<file path="src/rtl/fifo_pkg.sv">
// ----------------------------------------------------------------------------
// fifo_pkg : shared depth constant and Gray/binary pointer conversions
// Rev 1.0
// ----------------------------------------------------------------------------
`default_nettype none

package fifo_pkg;

  localparam int unsigned FIFO_ADDRSIZE = 4;
  localparam int unsigned DEPTH         = 1 << FIFO_ADDRSIZE;

  // 32-bit wide so any pointer width up to 32 can use them via size casts.
  function automatic logic [31:0] bin2gray(input logic [31:0] b);
    return (b >> 1) ^ b;
  endfunction

  function automatic logic [31:0] gray2bin(input logic [31:0] g);
    logic [31:0] b;
    b[31] = g[31];
    for (int i = 30; i >= 0; i--) begin
      b[i] = b[i+1] ^ g[i];
    end
    return b;
  endfunction

endpackage

`default_nettype wire

</file>
<file path="src/rtl/sync_w2r.sv">
// ----------------------------------------------------------------------------
// sync_w2r : two-flop synchronizer bringing the Gray write pointer into rclk
// Rev 1.0
// ----------------------------------------------------------------------------
`default_nettype none

module sync_w2r #(
  parameter int WIDTH = 5
) (
  input  logic             rclk,
  input  logic             rrst_n,
  input  logic [WIDTH-1:0] wptr_i,
  output logic [WIDTH-1:0] rq2_wptr_o
);

  logic [WIDTH-1:0] rq1_q;
  logic [WIDTH-1:0] rq2_q;

  always_ff @(posedge rclk) begin
    if (!rrst_n) begin
      rq1_q <= '0;
      rq2_q <= '0;
    end else begin
      rq1_q <= wptr_i;
      rq2_q <= rq1_q;
    end
  end

  assign rq2_wptr_o = rq2_q;

endmodule

`default_nettype wire

</file>
<file path="src/rtl/fifo_read_ctrl.sv">
// ----------------------------------------------------------------------------
// fifo_read_ctrl : async FIFO read side with FWFT output register and level
// Rev 1.0
// ----------------------------------------------------------------------------
`default_nettype none

module fifo_read_ctrl
  import fifo_pkg::*;
#(
  parameter int DATASIZE = 8,
  parameter int ADDRSIZE = 4
) (
  input  logic                rclk,
  input  logic                rrst_n,
  input  logic [ADDRSIZE:0]   wptr,
  input  logic [DATASIZE-1:0] mem_rdata,
  output logic [ADDRSIZE-1:0] raddr,
  output logic [ADDRSIZE:0]   rptr,
  output logic [DATASIZE-1:0] rdata,
  output logic                rvalid,
  input  logic                rready,
  output logic                rempty,
  output logic [ADDRSIZE:0]   rlevel
);

  localparam int PW = ADDRSIZE + 1;

  logic [PW-1:0]       rq2_wptr;
  logic [PW-1:0]       rbin_q,   rbin_d;
  logic [PW-1:0]       rptr_q,   rgray_d;
  logic [PW-1:0]       rlevel_q, rlevel_d;
  logic [DATASIZE-1:0] rdata_q,  rdata_d;
  logic                rvalid_q, rvalid_d;
  logic                rempty_q, rempty_d;
  logic                fetch;
  logic                consume;

  sync_w2r #(
    .WIDTH (PW)
  ) u_sync_w2r (
    .rclk       (rclk),
    .rrst_n     (rrst_n),
    .wptr_i     (wptr),
    .rq2_wptr_o (rq2_wptr)
  );

  // Output register refills in the same cycle it drains, giving 1 word/cycle.
  assign consume = rvalid_q & rready;
  assign fetch   = ~rempty_q & (~rvalid_q | rready);

  always_comb begin
    rbin_d   = rbin_q + {{ADDRSIZE{1'b0}}, fetch};
    rgray_d  = PW'(bin2gray(32'(rbin_d)));
    rempty_d = (rgray_d == rq2_wptr);
    rlevel_d = PW'(gray2bin(32'(rq2_wptr))) - rbin_d;
    rdata_d  = fetch ? mem_rdata : rdata_q;
    if (fetch) begin
      rvalid_d = 1'b1;
    end else if (consume) begin
      rvalid_d = 1'b0;
    end else begin
      rvalid_d = rvalid_q;
    end
  end

  always_ff @(posedge rclk) begin
    if (!rrst_n) begin
      rbin_q   <= '0;
      rptr_q   <= '0;
      rempty_q <= 1'b1;
      rvalid_q <= 1'b0;
      rdata_q  <= '0;
      rlevel_q <= '0;
    end else begin
      rbin_q   <= rbin_d;
      rptr_q   <= rgray_d;
      rempty_q <= rempty_d;
      rvalid_q <= rvalid_d;
      rdata_q  <= rdata_d;
      rlevel_q <= rlevel_d;
    end
  end

  assign raddr  = rbin_q[ADDRSIZE-1:0];
  assign rptr   = rptr_q;
  assign rdata  = rdata_q;
  assign rvalid = rvalid_q;
  assign rempty = rempty_q;
  assign rlevel = rlevel_q;

endmodule

`default_nettype wire

</file>
<file path="config.mk">
export PLATFORM = sky130hd
export DESIGN_NAME = fifo_read_ctrl
export DESIGN_NICKNAME = d
export VERILOG_FILES = /design/src/rtl/fifo_pkg.sv /design/src/rtl/sync_w2r.sv /design/src/rtl/fifo_read_ctrl.sv
export SDC_FILE = /design/constraint.sdc
export NUM_CORES = 1
export LEC_CHECK = 0
export CORE_MARGIN = 1
export CORE_UTILIZATION = 30
export DETAILED_ROUTE_END_ITERATION = 10
export GPL_ROUTABILITY_DRIVEN = 0
export GPL_TIMING_DRIVEN = 0
export RECOVER_POWER = 50
export SLEW_MARGIN = 20
export SYNTH_ARGS = -nofsm -noshare
export SYNTH_HDL_FRONTEND = slang
export SYNTH_HIERARCHICAL = 1
export SYNTH_SLANG_ARGS = --single-unit
</file>
<file path="constraint.sdc">
create_clock -name rclk -period 2.69 [get_ports rclk]
set_clock_uncertainty 0.15 [all_clocks]
set_input_delay 0.269 -clock rclk [delete_from_list [all_inputs] [get_ports rclk]]
set_output_delay 0.269 -clock rclk [all_outputs]
set_load 0.05 [all_outputs]
</file>
== Word level (Yosys, flattened, before mapping) ==
Index checks and enable logic that the tools add are counted.
Storage, ports and cells
  output and inout port bits: 24
  input port bits: 16
  bits in registers: 35
Operators by class
  mux-type cells: 2
  equality and inequality tests: 1
  bitwise gates (word level): 10
  add/subtract/negate cells: 2
  reduce and logical (&&, ||, !) cells: 1
Operators by type and width (count)
  adder 5 x 1 -> 5 bit: 1
  == test 5 bit: 1
  subtractor 5 bit: 1
  XOR 4 x 5 -> 5 bit: 1
  XOR 1 bit: 4
  AND 1 bit: 2
  2-to-1 mux 1 bit: 2
  inverter 1 bit: 2
  nonzero test 2 bit: 1
  OR 1 bit: 1

== Logic depth before layout (Yosys ltp) ==
Gate-level depths: netlist (run 1).
  depth after elaboration: 6
  gate-level depth with buffers: 12

== Modules after synthesis ==
The synthesis (run 1) kept the hierarchy.
Modules (own cells, without submodules)
  fifo_read_ctrl: cells an instance 107, sequential area each 480.5 µm², area an instance 1147.4 µm², times used 1
  sync_w2r: cells an instance 20, sequential area each 200.2 µm², area an instance 262.8 µm², times used 1

== Worst setup path after synthesis (run 1) ==
No wires, ideal clock.
  path type: flip-flop to flip-flop
  start point: register rvalid_q, in the netlist rvalid
  end point: register rlevel_q[4], in the netlist rlevel[4]
  path slack: -561 ps
  period minus slack after synthesis: 3251 ps
  arrival: 2986 ps
  cell stages (with the launch flop): 13
  required time: 2425 ps
  path buffers: 1
  setup time: 115 ps
  cells stage by stage: dfxtp_1 nand2b_1 nor2b_1 buf_2 ha_1 ha_1 xor2_2 inv_1 ha_1 a21o_1 maj3_1 xnor2_1 and2_1
On the way
  word-level cells in the longest chain between the ends: 5
Ends and longest elaborated chain
  from (decl): RTL line fifo_read_ctrl.sv:33  | logic rvalid_q, rvalid_d;
  from (signal assigned): RTL line fifo_read_ctrl.sv:78  | rvalid_q <= rvalid_d;
  inverter 1 bit: RTL line fifo_read_ctrl.sv:49  | assign fetch = ~rempty_q & (~rvalid_q | rready);
  OR 1 bit: RTL line fifo_read_ctrl.sv:49
  AND 1 bit: RTL line fifo_read_ctrl.sv:49
  via fetch: RTL line fifo_read_ctrl.sv:35  | logic fetch;
  adder 5 x 1 -> 5 bit: RTL line fifo_read_ctrl.sv:52  | rbin_d = rbin_q + {{ADDRSIZE{1'b0}}, fetch};
  subtractor 5 bit: RTL line fifo_read_ctrl.sv:55  | rlevel_d = PW'(gray2bin(32'(rq2_wptr))) - rbin_d;
  to (signal assigned): RTL line fifo_read_ctrl.sv:80  | rlevel_q <= rlevel_d;
  to (decl): RTL line fifo_read_ctrl.sv:31  | logic [PW-1:0] rlevel_q, rlevel_d;
The timed path passes the listed nets, and every way through them passes these cells.
A chain may end at the register's enable or synchronous reset.

== Final worst setup path (run 1) ==
  start point: input port rready
  end point: register rlevel_q[4], in the netlist rlevel[4]
On the way
  word-level cells in the longest chain between the ends: 4
Ends and longest elaborated chain
  from (decl): RTL line fifo_read_ctrl.sv:21  | input logic rready,
  OR 1 bit: RTL line fifo_read_ctrl.sv:49
  AND 1 bit: RTL line fifo_read_ctrl.sv:49
  via fetch: RTL line fifo_read_ctrl.sv:35
  adder 5 x 1 -> 5 bit: RTL line fifo_read_ctrl.sv:52
  via rbin_d[1]: RTL line fifo_read_ctrl.sv:29  | logic [PW-1:0] rbin_q, rbin_d;
  subtractor 5 bit: RTL line fifo_read_ctrl.sv:55
The timed path passes the listed nets, and every way through them passes these cells.

==> results.md, run 1 <==
- The run finished, with violations left.
- The final reports fail on DRC.
- The cell area after placement is 1950 sq um.
- STA classifies the critical path endpoint as a flip-flop.
- Final hold analysis gives a worst-case slack of 289 ps.
- The wire length reported by the detailed router is between 2 and 3 mm.
- Measured against its own limit, the worst slew margin works out to 0.616.
- The critical path goes through clkdlybuf4s50_1 > nand2b_1 > nor2b_1 > buf_6 > ha_4 > ha_4 > inv_1 > fa_2 > a21o_1 > maj3_2 > xnor2_1 > and2_1.
- In this run the deepest clock path goes through 2 buffers.
- The instance count along the most critical hold path is 1.
- The core region is 4440 sq um.
- Of the cells placed in the final design, the portion with a size suffix greater than 1 is 0.178.
- For this run, the number of Yosys warnings is 6.
- The largest area contributor in the synthesized netlist is sky130_fd_sc_hd__dfxtp_1.
- The worst flop-to-flop path endpoint is rlevel[4].
- TritonCTS built the clock tree.
- The detailed-route DRC error count is 3.
- The worst flop-to-flop path startpoint is u_sync_w2r/rq2_wptr_o[4].
- Clock tree synthesis found a total of 34 sinks.
- The worst setup path is launched from an input port.
- The y dimension of the die is ~71 um.
- The number of antenna violations at the first check in global routing is 0.
- In this design, the largest share of critical-path delay is due to adder cells.
- The critical path is of the in -> reg type.
- The detail-routed net length per standard cell is 11.2 um.
- Of the total synthesized cell area, the portion taken by AND, OR, NAND and NOR gates is 0.182.
- The number of port buffers is 39.
- Setup repair after global routing could not meet its margin everywhere.
- The mean cell area of the mapped netlist is roughly 11 sq um.
- The number of cells on the worst reg-to-reg path is 11.
- The die outline width is 70.6 um.
- Together, buffers and inverters on the worst path number 3.
- The setup slack of the most critical reg-to-reg path is approximately 50 ps.
- The area share of xor/xnor cells in the synthesized design is 0.146.
- The wire length of the first global-routing pass is 4.46 mm.
- Across the run, the number of max-cap violations was 0.
- The highest-delay cell along the critical path is sky130_fd_sc_hd__clkdlybuf4s50_1.
- The largest single stage delay on the critical path is around 380 ps.
- Data on the critical path is required at its endpoint by 2720 ps.
- The synthesized design contains 34 register bits.
- The mapped cell area is 1410 sq um.
- In the routed layout, each cell is associated on average with a via count of 4.32.
- Counting every net in the synthesized netlist gives 149.
- The cell count after synthesis is 127.
- In this run the number of H-tree levels came out at 2.
- The count of pins on the block boundary is 40.
- The compound-gate portion of the synthesized area is 0.0479.
- The placed wire-length estimate is 1.92 mm.
- The detailed router placed 1003 vias in this run.
- The area share of the largest cell type after synthesis is 0.483.
- In the layout the commonest cells are 33 x sky130_fd_sc_hd__clkdlybuf4s50_1, 30 x sky130_fd_sc_hd__dfxtp_1, 13 x sky130_fd_sc_hd__nor2b_1.
- For the worst setup path, the data arrival time is around 2700 ps.
- For this block, the initial DRC count from the detailed router was 13.
- The number of max-slew violations in the final report is 0.
- The areal power density over the cells is 911 nW/um^2.
- The worst-path maximum fanout is 5.
- With fillers left out, the area of the finished cells amounts to 2140 sq um.
- For this run, the register share of the synthesized area comes to 0.483.
- The dominant combinational cell family by area after synthesis is simple AND/OR/NAND/NOR gates.
- The total overflow left after global routing is 0.
- The setup-violating endpoint count in the final report is 0.
- Dividing the final minimum period by the clock period gives 0.992.
- The final number of hold-violating endpoints is 0.
- The class of the tightest hold or removal check is reg -> reg.
- The initial cell density of the core is 0.317.
- The most used cell along the critical path is sky130_fd_sc_hd__ha_4.
- The peak supply drop is 0.299 mV.
- The repair_antennas step left the layout with diodes totalling 0.
- The start point of the worst min-delay path is u_sync_w2r/rq1_q[3].
- The upper clock frequency limit is 0.375 GHz.
- Measured against the total synthesized area, the mux share comes to 0.0568.
- The initialized floorplan defines 24 standard-cell rows.
- The slew at the pin closest to its max-slew limit is 576 ps.
- After layout, the minimum clock period comes to 2670 ps.
- Clock-pin slew was measured on the worst setup and hold paths at ~70 ps.
- Compared with the post-synthesis result, the final layout area differs by 51.5%.
- The overall track demand over capacity in global routing is 0.117.
- The area of the die is ~5000 sq um.
- For hold timing, the worst endpoint is u_sync_w2r/rq2_wptr_o[3].
- The number of detailed-routing iterations run before antenna repair is 6.
- The post-layout net count is 201.
- Yosys attributes the largest share of cell area to sky130_fd_sc_hd__dfxtp_1 48%, sky130_fd_sc_hd__and2_1 8.4%, sky130_fd_sc_hd__xnor2_1 7.5%, sky130_fd_sc_hd__nor2b_1 5.8%, sky130_fd_sc_hd__mux2i_1 5.7%.
- The overall power is 1950 uW.
- The root buffer cell is sky130_fd_sc_hd__clkbuf_8.
- In this run the static leakage power is 0.000847 uW.
- Of the total synthesized cell area, the portion taken by full adders, half adders and majority gates is 0.0657.
- The number of global-route vias before repair is 1006.
- Entering global routing, the biggest net connects 17 pins.
- The most common cell after layout, fill and taps aside is sky130_fd_sc_hd__clkdlybuf4s50_1.
- The number of clock buffers added by TritonCTS is 5.
- The count of distinct cell types in the synthesized netlist is 28.
- The latest clock arrival within the worst-skew pair is just under 300 ps.
- The number of nets still failing antenna checks after routing is 0.
-- cell families after synthesis --
kind of cell | after synthesis
xor gates and xnor gates | 21
DFF | 34
muxes | 8
and+or+nand+nor | 42
buffers and inverters | 7
AOI/OAI and AO/OA | 8
adders and majority gates | 7
-- synth_stat cells --
library cell                 n
sky130_fd_sc_hd__and3b_2     1
sky130_fd_sc_hd__xnor3_1     1
sky130_fd_sc_hd__nor2_1      1
sky130_fd_sc_hd__nand2b_1    1
sky130_fd_sc_hd__and2_2      1
sky130_fd_sc_hd__and3_1      1
sky130_fd_sc_hd__xor2_2      1
sky130_fd_sc_hd__xnor2_1    12
sky130_fd_sc_hd__dfxtp_1    34
sky130_fd_sc_hd__a21oi_1     1
sky130_fd_sc_hd__nor3_1      1
sky130_fd_sc_hd__clkbuf_1    2
sky130_fd_sc_hd__o211ai_1    1
sky130_fd_sc_hd__mux2i_1     8
sky130_fd_sc_hd__and2_1     19
sky130_fd_sc_hd__maj3_1      1
sky130_fd_sc_hd__ha_1        5
sky130_fd_sc_hd__inv_1       4
sky130_fd_sc_hd__a21o_1      2
sky130_fd_sc_hd__o41ai_2     1
sky130_fd_sc_hd__nand3_1     2
sky130_fd_sc_hd__fa_1        1
sky130_fd_sc_hd__nor2b_1    13
sky130_fd_sc_hd__buf_2       1
sky130_fd_sc_hd__nand2_1     2
sky130_fd_sc_hd__xor2_1      7
sky130_fd_sc_hd__o2bb2ai_1   1
sky130_fd_sc_hd__a21boi_0    2
-- metal layers --
metal / vias up / global-route usage / part of all wire
li1: 516 / - / -
met1: 457 / 0.133 / 0.44
met2: 23 / 0.197 / 0.50
met3: 7 / 0.0385 / 0.036
met4: 0 / 0.0600 / 0.025
met5: - / 0 / 0
-- metrics by stage --
step / setup TNS (ps) / instances / setup WS [ps] / util
after floorplan: -13.7 / 127 / -13.7 / -
after global placement: -897 / 218 / -511 / 0.439
after detailed placement: -859 / 218 / -510 / 0.439
after CTS: 0 / 232 / 13.3 / 0.481
after global routing: -73.2 / 232 / -73.2 / 0.481
final: 0 / 232 / 21.2 / 0.481
-- how the worst max path moves through the flow --
stage	startpoint	endpoint	slack [ps]	depth (start not counted)
after global placement	rready	rlevel[4]	-510	13
final	rready	rlevel[4]	20	12
after detailed placement	rready	rlevel[4]	-510	13
after global routing	u_sync_w2r/rq2_wptr_o[4]	rlevel[4]	-70	11
after CTS	rready	rlevel[4]	10	12
after floorplan	u_sync_w2r/rq2_wptr_o[3]	rlevel[4]	-10	11
-- report_power, final --
| part | switching [uW] | internal [uW] | leakage [uW] | total [uW] |
|---|---|---|---|---|
| Combinational | 447 | 331 | 0.000497 | 778 |
| Sequential | 37.6 | 586 | 0.000281 | 623 |
| Clock | 186 | 358 | 0.0000696 | 544 |
| Total | 671 | 1280 | 0.000847 | 1950 |
-- final cells by class --
| cell class | count | area (sq um) |
|---|---|---|
| Timing Repair Buffer | 45 | 432 |
| Fill cell | 422 | 2310 |
| Multi-Input combinational cell | 86 | 779 |
| Tap cell | 52 | 65.1 |
| Inverter | 4 | 15.0 |
| Clock buffer | 7 | 108 |
| Clock inverter | 1 | 30.0 |
| Buffer | 3 | 18.8 |
| Sequential cell | 34 | 688 |
-- state kept, by name (all words and copies together), names as in the netlist --
| register | count |
|---|---|
| rempty | 1 |
| rbin_q | 5 |
| rvalid | 1 |
| rlevel | 5 |
| u_sync_w2r/rq1_q | 5 |
| rptr | 4 |
| rdata | 8 |
| u_sync_w2r/rq2_wptr_o | 5 |
-- worst reg2reg max path, cell delays in order, from the launching register on --
cell	delay, ps
sky130_fd_sc_hd__dfxtp_2	340
sky130_fd_sc_hd__xnor2_2	220
sky130_fd_sc_hd__xnor2_2	160
sky130_fd_sc_hd__xor2_2	190
sky130_fd_sc_hd__xnor2_1	140
sky130_fd_sc_hd__ha_2	190
sky130_fd_sc_hd__inv_2	40
sky130_fd_sc_hd__fa_2	360
sky130_fd_sc_hd__a21o_1	170
sky130_fd_sc_hd__maj3_2	310
sky130_fd_sc_hd__xnor2_1	120
sky130_fd_sc_hd__and2_1	160
-- timing repair --
| item | CTS | global route |
|---|---|---|
| setup endpoints to repair | 1 | 1 |
| pin swaps | 3 | 0 |
| gates cloned | 0 | 0 |
| hold buffers | 0 | 0 |
| setup buffers | 6 | 0 |
| resized for setup | 1 | 0 |
(Power assumes the default switching activity.)
==> run 2, diff against run 1 <==
- CTS_CLUSTER_DIAMETER: not set -> 50
==> results of run 2 <==
Final layout, timing and power as in run 1 (identical DEF).
==> run 3, diff against run 2 <==
- SETUP_SLACK_MARGIN: not set -> 0.15
==> results.md, run 3 (synthesis results as in run 1) <==
- The number of global-route vias before repair came to 1034 (+2.8%).
- The maximum number of pins on one net before global-route repair is 17 (unchanged).
- The latest clock arrival within the worst-skew pair came to 280 ps (about the same).
- The number of antenna violations at the first check in global routing was 0 (unchanged).
- The placed wire-length estimate was 1.92 mm (unchanged).
- The root buffer cell is sky130_fd_sc_hd__clkbuf_8.
- The number of clock sinks came to 34 (unchanged).
- The library cells used most frequently in the layout, excluding fill and tap cells, are 32 x sky130_fd_sc_hd__clkdlybuf4s50_1, 30 x sky130_fd_sc_hd__dfxtp_1, 12 x sky130_fd_sc_hd__nor2b_1, 12 x sky130_fd_sc_hd__and2_1, 9 x sky130_fd_sc_hd__xnor2_1.
- The maximum clock insertion buffer count is 2 (unchanged).
- The via-per-instance ratio was 4.32 (about the same).
- The upper clock frequency limit was 0.378 GHz (+0.96%).
- The reported leakage power is 0.000874 uW (+3.2%).
- The net switching power is 683 uW (+1.9%).
- The count of non-filler cells in the finished layout is 235 (+1.3%).
- The count of H-tree levels built during CTS is 2 (unchanged).
- Tracing the worst setup path back leads to its startpoint at rready.
- The worst flop-to-flop path startpoint is u_sync_w2r/rq2_wptr_o[4].
- The post-layout minimum cycle time is 2640 ps (-25.3 ps).
- The setup-violating endpoint count in the final report is 0 (unchanged).
- Relative to the synthesized area, the layout overhead comes to 55.0%.
- The worst max-slew margin expressed relative to the limit is 0.616 (about the same).
- The layout cell share with drive strength beyond 1 is 0.230 (+0.0517).
- The number of nets still failing antenna checks after routing is 0 (unchanged).
- Setup repair after global routing could not meet its margin everywhere.
- The cell area after placement is 1950 sq um (unchanged).
- The cell total after placement is 218 (unchanged).
- The sequential fraction of design power is 0.315 (-0.005).
- The final total negative setup slack is 0 ps (unchanged).
- The worst-case reg-to-reg path depth came to 11 (unchanged).
- The number of max-slew violations in the final report is 0 (unchanged).
- The final cell utilization of the core is 0.492 (+0.0113).
- The reported max-cap violation count is 0 (unchanged).
- The worst flop-to-flop path endpoint is rlevel[4].
- The number of flip-flops under the largest register name came to 8 (unchanged).
- The share of total power in the clock network is 0.274 (-0.006).
- The floorplan row count is 24 (unchanged).
- The first-iteration detailed-routing DRC count came to 14 (+1).
- The areal power density over the cells came to 905 nW/um^2 (-0.65%).
- The detail-routed net length per standard cell is 11.6 um (+3.4%).
- The die outline width came to 70.6 um (unchanged).
- The most common cell after layout, fill and taps aside is sky130_fd_sc_hd__clkdlybuf4s50_1.
- The number of port buffers is 39 (unchanged).
- The last element of the critical path is rlevel[4].
- The wire length of the first global-routing pass is 4.55 mm (+1.9%).
- The count of pins on the block boundary is 40 (unchanged).
- The worst setup path is captured at a flip-flop.
- The switching share of total power is 0.345 (+0.000775).
- The data required time of the worst path is 2720 ps (about the same).
- The via count of the routed design came to 1016 (+1.3%).
- The slew at the pin closest to its max-slew limit is 576 ps (-0.0506 ps).
- The cell area after layout is 2190 sq um (+2.3%).
- The class of the tightest hold or removal check is reg -> reg.
- The standard cell core area was 4440 sq um (unchanged).
- TritonCTS built the clock tree.
- The post-layout net count came to 204 (+1.5%).
- The number of buffers inserted during clock tree synthesis is 5 (unchanged).
- The y dimension of the die was 70.6 um (unchanged).
- The detailed-route DRC error count is 3 (unchanged).
- The startpoint type of the worst setup path is an input port.
- The peak supply drop is 0.301 mV (+0.79%).
- The initial cell density of the core came to 0.317 (unchanged).
- The run finished, with violations left.
- The worst-path maximum fanout came to 4 (-1).
- The final global-route overflow total is 0 (unchanged).
- The class of the most critical setup path is in -> reg.
- The post-route clock period utilization is 0.983 (-0.00940).
- The wire length reported by the detailed router was 2.73 mm (+4.7%).
- The area of the die is 4980 sq um (unchanged).
- The share of power burned in combinational logic was 0.410 (+0.010).
- The number of detailed-routing iterations run before antenna repair came to 7 (+1).
- The final reports fail on DRC.
- The arrival time of data at the critical path endpoint was 2670 ps (-30 ps).
- The internal power consumption is 1290 uW (+1.6%).
- The final number of hold-violating endpoints came to 0 (unchanged).
- The setup slack of the most critical reg-to-reg path is 70 ps (+20 ps).
- The clock-pin transition on the worst setup and hold timing paths is 70 ps (about the same).
- The antenna diode instance count is 0 (unchanged).
- The overall track demand over capacity in global routing is 0.119 (+0.00212).
[run 3: worst min-delay path by stage]
stage                          endpoint           startpoint  slack, ps  cells past startpoint
2_1_floorplan  u_sync_w2r/rq2_wptr_o[3]               rrst_n        240                      1
6_report       u_sync_w2r/rq2_wptr_o[3]  u_sync_w2r/rq1_q[3]        290                      1
3_3_place_gp   u_sync_w2r/rq2_wptr_o[4]  u_sync_w2r/rq1_q[4]        270                      1
4_1_cts        u_sync_w2r/rq2_wptr_o[0]  u_sync_w2r/rq1_q[0]        290                      1
5_1_grt        u_sync_w2r/rq2_wptr_o[1]  u_sync_w2r/rq1_q[1]        310                      1
3_5_place_dp   u_sync_w2r/rq2_wptr_o[0]  u_sync_w2r/rq1_q[0]        270                      1
[run 3: repair_timing]
item                                    4_1_cts  5_1_grt
hold buffers                                  0        0
resized for setup                             4        5
pin swaps                                     7        1
setup buffers                                 9        0
endpoints found under the setup margin        2        3
[run 3: per-stage QoR]
stage	hold slack [ps]	worst slack (ps)	power (uW)
after floorplan	241	-13.7	1190
after global placement	266	-511	1410
after detailed placement	271	-510	1410
after CTS	288	55.1	2000
after global routing	314	-46.2	2080
final	289	46.5	1980
[run 3: per-layer routing]
metal,share of wire,track usage,vias up
met5,0,0,-
met4,0.023,0.0600,0
met3,0.033,0.0385,7
met2,0.51,0.205,23
met1,0.43,0.133,465
li1,-,-,521
[run 3: cell type report]
cell class | instances | area (sq um)
Clock inverter | 1 | 30.0
Inverter | 4 | 15.0
Multi-Input combinational cell | 86 | 807
Buffer | 3 | 18.8
Clock buffer | 7 | 108
Fill cell | 417 | 2260
Sequential cell | 34 | 688
Timing Repair Buffer | 48 | 454
Tap cell | 52 | 65.1
[run 3: worst max-delay path, stage by stage]
cell,delay [ps]
sky130_fd_sc_hd__clkdlybuf4s50_1,380
sky130_fd_sc_hd__nand2b_1,140
sky130_fd_sc_hd__nor2b_2,150
sky130_fd_sc_hd__buf_6,120
sky130_fd_sc_hd__ha_4,170
sky130_fd_sc_hd__ha_4,270
sky130_fd_sc_hd__inv_2,50
sky130_fd_sc_hd__fa_2,350
sky130_fd_sc_hd__a21o_1,170
sky130_fd_sc_hd__maj3_2,300
sky130_fd_sc_hd__xnor2_1,120
sky130_fd_sc_hd__and2_1,160
[run 3: power groups by stage]
stage | Sequential [uW] | Combinational [uW] | Clock, uW
3_3_place_gp | 635 | 772 | 0
3_5_place_dp | 635 | 777 | 0
5_1_grt | 633 | 869 | 580
6_report | 624 | 812 | 543
4_1_cts | 626 | 820 | 555
2_1_floorplan | 886 | 308 | 0
